<file path="src/rtl/andg_pipe_scheduler_pkg.sv">
// Shared types and helpers for the andg pipe scheduler: tag sizing,
// shadow-pipe entry layout and lane offsets into the packed operand buses.
package andg_sched_pkg;

  localparam int MAX_N     = 8;
  localparam int MAX_TAG_W = 3;

  function automatic int tag_w(input int n);
    return (n < 2) ? 1 : $clog2(n);
  endfunction

  // Tag is sized for the largest supported requester count; unused upper bits stay 0.
  typedef struct packed {
    logic                 valid;
    logic [MAX_TAG_W-1:0] tag;
  } shadow_t;

  function automatic int lane_lsb(input int k, input int w);
    return k * w;
  endfunction

endpackage

</file>
<file path="src/rtl/rr_arbiter.sv">
// Combinational round-robin grant: first asserted request at or above ptr, wrapping modulo N.
module rr_arbiter
  import andg_sched_pkg::*;
#(
  parameter int N     = 3,
  parameter int TAG_W = 2
) (
  input  logic [N-1:0]     req,
  input  logic [TAG_W-1:0] ptr,
  output logic             gnt_valid,
  output logic [TAG_W-1:0] gnt
);

  always_comb begin
    int idx;
    gnt_valid = 1'b0;
    gnt       = '0;
    idx       = 0;
    for (int i = 0; i < N; i++) begin
      idx = (int'(ptr) + i) % N;
      if (!gnt_valid && req[idx]) begin
        gnt_valid = 1'b1;
        gnt       = TAG_W'(idx);
      end
    end
  end

endmodule

</file>
<file path="src/rtl/andg_pipe_scheduler.sv">
// Shares one fixed-latency andg datapath among N requesters: round-robin issue,
// tag shadow pipe aligned with the datapath, response routing and per-requester credits.
module andg_pipe_scheduler
  import andg_sched_pkg::*;
#(
  parameter int N       = 3,
  parameter int W       = 8,
  parameter int L       = 4,
  parameter int MAX_OUT = 2
) (
  input  logic           clk,
  input  logic           rst,
  input  logic [N-1:0]   req_valid,
  input  logic [N*W-1:0] req_a,
  input  logic [N*W-1:0] req_b,
  output logic [N-1:0]   req_ready,
  output logic           dp_valid_in,
  output logic [W-1:0]   dp_a,
  output logic [W-1:0]   dp_b,
  input  logic [W-1:0]   dp_out,
  input  logic           dp_valid_out,
  output logic [N-1:0]   rsp_valid,
  output logic [W-1:0]   rsp_data,
  output logic           idle,
  output logic           err
);

  localparam int TAG_W = tag_w(N);
  localparam int CNT_W = $clog2(MAX_OUT + 1);

  logic [TAG_W-1:0] ptr;
  logic [TAG_W-1:0] grant;
  logic             gnt_valid;
  logic             accept;
  logic [TAG_W-1:0] issue_tag;
  logic [N-1:0]     elig;
  logic [N-1:0]     inc;
  logic [N-1:0]     dec;
  logic [CNT_W-1:0] cnt [N];
  shadow_t          shadow [L];
  shadow_t          sh_out;
  logic             cnt_zero;
  logic             shadow_busy;

  assign sh_out = shadow[L-1];

  always_comb begin
    elig        = '0;
    inc         = '0;
    dec         = '0;
    cnt_zero    = 1'b1;
    shadow_busy = 1'b0;
    for (int k = 0; k < N; k++) begin
      elig[k] = req_valid[k] && (cnt[k] < CNT_W'(MAX_OUT));
      inc[k]  = accept && (grant == TAG_W'(k));
      dec[k]  = sh_out.valid && (sh_out.tag == MAX_TAG_W'(k));
      if (cnt[k] != '0) cnt_zero = 1'b0;
    end
    for (int i = 0; i < L; i++) begin
      if (shadow[i].valid) shadow_busy = 1'b1;
    end
  end

  rr_arbiter #(.N(N), .TAG_W(TAG_W)) u_arb (
    .req      (elig),
    .ptr      (ptr),
    .gnt_valid(gnt_valid),
    .gnt      (grant)
  );

  assign accept    = gnt_valid && !rst;
  assign req_ready = accept ? (N'(1) << grant) : '0;

  always_ff @(posedge clk) begin
    if (rst) begin
      dp_valid_in <= 1'b0;
      dp_a        <= '0;
      dp_b        <= '0;
      issue_tag   <= '0;
      ptr         <= '0;
    end else begin
      dp_valid_in <= accept;
      if (accept) begin
        dp_a      <= req_a[lane_lsb(32'(grant), W) +: W];
        dp_b      <= req_b[lane_lsb(32'(grant), W) +: W];
        issue_tag <= grant;
        ptr       <= (grant == TAG_W'(N - 1)) ? '0 : grant + 1'b1;
      end
    end
  end

  // Stage 0 captures the issue register, so stage L-1 lines up with dp_valid_out.
  always_ff @(posedge clk) begin
    if (rst) begin
      for (int i = 0; i < L; i++) shadow[i] <= '0;
    end else begin
      shadow[0] <= '{valid: dp_valid_in, tag: MAX_TAG_W'(issue_tag)};
      for (int i = 1; i < L; i++) shadow[i] <= shadow[i-1];
    end
  end

  always_ff @(posedge clk) begin
    if (rst) begin
      for (int k = 0; k < N; k++) cnt[k] <= '0;
    end else begin
      for (int k = 0; k < N; k++) begin
        if (inc[k] && !dec[k]) cnt[k] <= cnt[k] + 1'b1;
        else if (dec[k] && !inc[k] && cnt[k] != '0) cnt[k] <= cnt[k] - 1'b1;
      end
    end
  end

  always_ff @(posedge clk) begin
    if (rst) begin
      rsp_valid <= '0;
      rsp_data  <= '0;
      err       <= 1'b0;
      idle      <= 1'b1;
    end else begin
      rsp_valid <= sh_out.valid ? (N'(1) << sh_out.tag) : '0;
      if (sh_out.valid) rsp_data <= dp_out;
      if (sh_out.valid && !dp_valid_out) err <= 1'b1;
      idle <= cnt_zero && !shadow_busy && !dp_valid_in;
    end
  end

endmodule

</file>
<file path="config.mk">
export PLATFORM = sky130hd
export DESIGN_NAME = andg_pipe_scheduler
export DESIGN_NICKNAME = d
export VERILOG_FILES = /design/src/rtl/andg_pipe_scheduler_pkg.sv /design/src/rtl/rr_arbiter.sv /design/src/rtl/andg_pipe_scheduler.sv
export SDC_FILE = /design/constraint.sdc
export NUM_CORES = 1
export LEC_CHECK = 0
export CORE_AREA = 10 10 91 93
export DETAILED_ROUTE_END_ITERATION = 8
export DIE_AREA = 0 0 101 103
export PLACE_DENSITY_LB_ADDON = 0.25
export SLEW_MARGIN = 20
export SYNTH_ARGS = -nofsm -noshare
export SYNTH_HDL_FRONTEND = slang
export SYNTH_SLANG_ARGS = --single-unit
export TNS_END_PERCENT = 10
</file>
<file path="constraint.sdc">
create_clock -name clk -period 3.4 [get_ports clk]
set_input_delay 1.02 -clock clk [delete_from_list [all_inputs] [get_ports clk]]
set_output_delay 1.02 -clock clk [all_outputs]
set_load 0.05 [all_outputs]
</file>
==> impl_results.md <==
* Clock sink count at 52
* Crit path max fanout at 6
* Layout cell share with drive strength beyond 1 at 21.9%
* CTS Buffer Depth at 2
* Post-Place Worst Slack at -634 ps
* Hold Crit Endpoint: shadow[0][9]
* CTS tree: built
* IO Count at 95
* Synth Cell Area at roughly 0.0025 mm2
* Syn Inst Count at 270
* Crit path DAT at approximately 2400 ps
* Wire per inst at 16.7 um
* Synth Warn # at 0
* Vias in the first global route at ~2,800
* GPL Wtd Cong at 0.864
* VDD IR max at 502 uV
* Root buf cell: clkbuf_8
* Min-Delay Path Class: reg2reg
* Largest stage delay on the critical path at roughly 530 ps
* Final setup violation count at 2
* # port buffers at 94
* Asr flop ratio synth at 0%
* Die Width at around 100 um
* CTS H-tree lvls at 2
* # hold bufs at CTS at 0
* 1st-iter DRT viols at 144
* Worst-Margin Slew at between 600 and 700 ps
* Number of synthesized register bits at between 50 and 60
* Clock skew at 9.63 ps
* Final WL at around 7900 um
* Finished Core Util at approximately 61%
* Syn_area_per_cell at a little over 9 um2
* 1st-pass router iterations at 4
* Final hold vios at 0
* Max_cap viols at 0
* Diode count at 0
* Final Slew Violations at 0
* Fillers at ~600
* Initial Utilization at a little under two fifths
* Status: finished with violations
* Critical path class: in2out
* Post-route minimum period at around 3400 ps
* Worst setup EP type: output port
* Worst path cell trace: buf_8, nor4bb_4, or4_4, o2bb2a_4, or2_4, and2_4, buf_12
* Slew HR at approximately 59%
* Clock transition at path regs at 100 ps
* Tcrit/Tclk final at 101%
* Setup crit start: req_valid[1]
* Pwr Total at about 3.2 mW
* Std cell rows at 30
* Total CTS buffers at 5
* Worst R2R Start: ptr[0]
* EDFF count, synth at 6
* Fin nets at 458
* Sequential area share after synthesis at between 40% and 50%
* Die Y-Extent at just over 100 um
* Grt total ovfl at 0
* WHS Path Cells at 1
* RSZ-0062 raised after global routing: yes
* Post-route setup slack at -48.5 ps
* Synthesized Nets at 336
* Slowest stage cell, crit path: or4_4
* Die ar. at approximately 0.010 mm2
* Via Count at roughly 2,500
* Largest net degree at the start of global routing at 40
* FMAX at 290 MHz
* First-pass GRT wire length at between 10,000 and 15,000 um
* Hpwl dp at 5940 um
* Reg2reg setup slack at 510 ps
* Critical Path Source Type: input pin
* Synth unique cells at 50
* Hold wc startpoint: shadow[0][5]
* # DRC at 0
* Cell area power density at roughly 800 mW/mm2
* Setup_tns at -57.8 ps
* Leak at 1.53 nW
* Initial antenna violation count at 0
* Worst Reg-to-Reg Cells at 10
* R2r endpoint: cnt[0][1]
* Clock latency on the worst-skew pair at between 300 and 400 ps
* Critical path data required time at about 2400 ps
* Via density at 5.32
* GRT Util Overall at about 15%
* Core Region at ~0.0066 mm2
* Primary FF master, synth: dfxtp_1
* Failing checks: negative setup slack
* Area Overhead vs Synth at 59.8%
* Final antenna-violating net count at 0
* Hold slack at between 400 and 500 ps
[synth_stat cells (2+ instances only)]
cell	number	area, um2
a21o_1	2	15.0
a21oi_1	19	95.1
a222oi_1	11	110
a311oi_1	6	52.6
a31o_2	5	43.8
a31oi_1	2	12.5
and2_1	6	37.5
buf_1	2	7.51
buf_2	3	15.0
buf_6	2	22.5
clkbuf_1	9	33.8
dfxtp_1	46	921
edfxtp_1	6	180
ha_1	4	50.1
inv_1	9	33.8
mux2i_1	8	80.1
nand2_1	24	90.1
nand2_2	2	12.5
nand3_1	6	30.0
nand3b_1	5	37.5
nand4b_1	2	17.5
nand4bb_1	2	22.5
nor2_1	29	109
nor2b_1	17	106
nor3_1	2	10.0
nor3b_1	2	15.0
nor4_2	2	25.0
nor4bb_1	3	30.0
o21ai_0	6	30.0
o22ai_1	2	12.5
or2_2	2	12.5
or4_1	5	37.5
or4b_1	2	20.0
[worst max path at each step]
stage	end	slack (ps)	cells after the start
final	req_ready[1]	-50	7
after global routing	req_ready[1]	-80	7
after CTS	req_ready[1]	-40	7
after detailed placement	req_ready[1]	-630	7
after global placement	req_ready[1]	-580	7
after floorplan	req_ready[0]	-70	4
[registers in the layout (all words and copies together), names as in the netlist]
register / cells
dp_b: 8
rsp_data: 8
issue_tag: 2
rsp_valid: 3
idle: 1
shadow: 12
dp_a: 8
err: 1
ptr: 2
dp_valid_in: 1
cnt: 6
[critical path: cells and delay by family]
family / cells / cell delay [ps]
buffers and inverters: 2 / 240
AOI/OAI and AO/OA: 1 / 220
and+or+nand+nor: 4 / 940
[placed cells by master (no fill, tap or decap), types with 3 or more instances in the layout]
| cell | synthesis | final |
|---|---|---|
| a31o_2 | 5 | 5 |
| nand3_1 | 6 | 5 |
| nand3b_1 | 5 | 5 |
| or4_1 | 5 | 4 |
| dfxtp_1 | 46 | 44 |
| clkdlybuf4s50_1 | 0 | 88 |
| o21ai_0 | 6 | 4 |
| nor4bb_4 | 0 | 3 |
| nor2_1 | 29 | 28 |
| a21oi_1 | 19 | 19 |
| clkbuf_8 | 0 | 5 |
| edfxtp_1 | 6 | 6 |
| a222oi_1 | 11 | 11 |
| a311oi_1 | 6 | 6 |
| nor2b_1 | 17 | 16 |
| mux2i_1 | 8 | 8 |
| nand2_1 | 24 | 23 |
| inv_1 | 9 | 8 |
| buf_4 | 0 | 37 |
| and2_1 | 6 | 5 |
[layout make-up]
cell class                 instances  area (um2)  share of cell area (%)
multi-input combinational        193        1420                    35.6
timing repair buffer             131        1230                    30.8
clock buffer                       5        68.8                    1.72
inverter                           9        33.8                   0.844
clock inverter                     3        33.8                   0.844
tap                               80         100                    2.50
sequential                        52        1110                    27.7
[logic make-up (layout without fill, tap and decap cells)]
logic type               after synthesis  after routing  share of synthesized area, %
buffers and inverters                 25            148                          4.50
AO/OA/AOI/OAI                         62             62                          18.0
flip-flops                            52             52                          44.0
AND/OR/NAND/NOR                      117            117                          27.6
multiplexers                           9              9                          3.65
XOR/XNOR                               1              1                         0.350
adder cells (fa/ha/maj)                4              4                          2.00
[per-layer routing]
metal	up-vias	part of all wire [%]	track usage (%)
met4	0	0.96	3.97
met2	64	50	25.7
li1	1240	-	-
met5	-	0	0
met1	1205	42	17.9
met3	7	7.0	5.23
[through the flow]
stage                     std cells  cell area (um2)
after floorplan                 270             2520
after global placement          458             3710
after detailed placement        458             3710
after CTS                       470             3960
after global routing            473             4000
final                           473             4000
[what timing repair did]
action | in CTS | in global routing
pin swaps | 6 | 3
gates resized for setup | 41 | 7
setup buffers | 4 | 3
endpoints found under the hold margin | 0 | 0
setup endpoints to repair | 3 | 3
[where the power goes]
group / internal (mW) / switching [mW]
registers: 0.784 / 0.118
logic: 0.876 / 1.03
clock network: 0.155 / 0.230
Power figures use the tool's default switching activity.
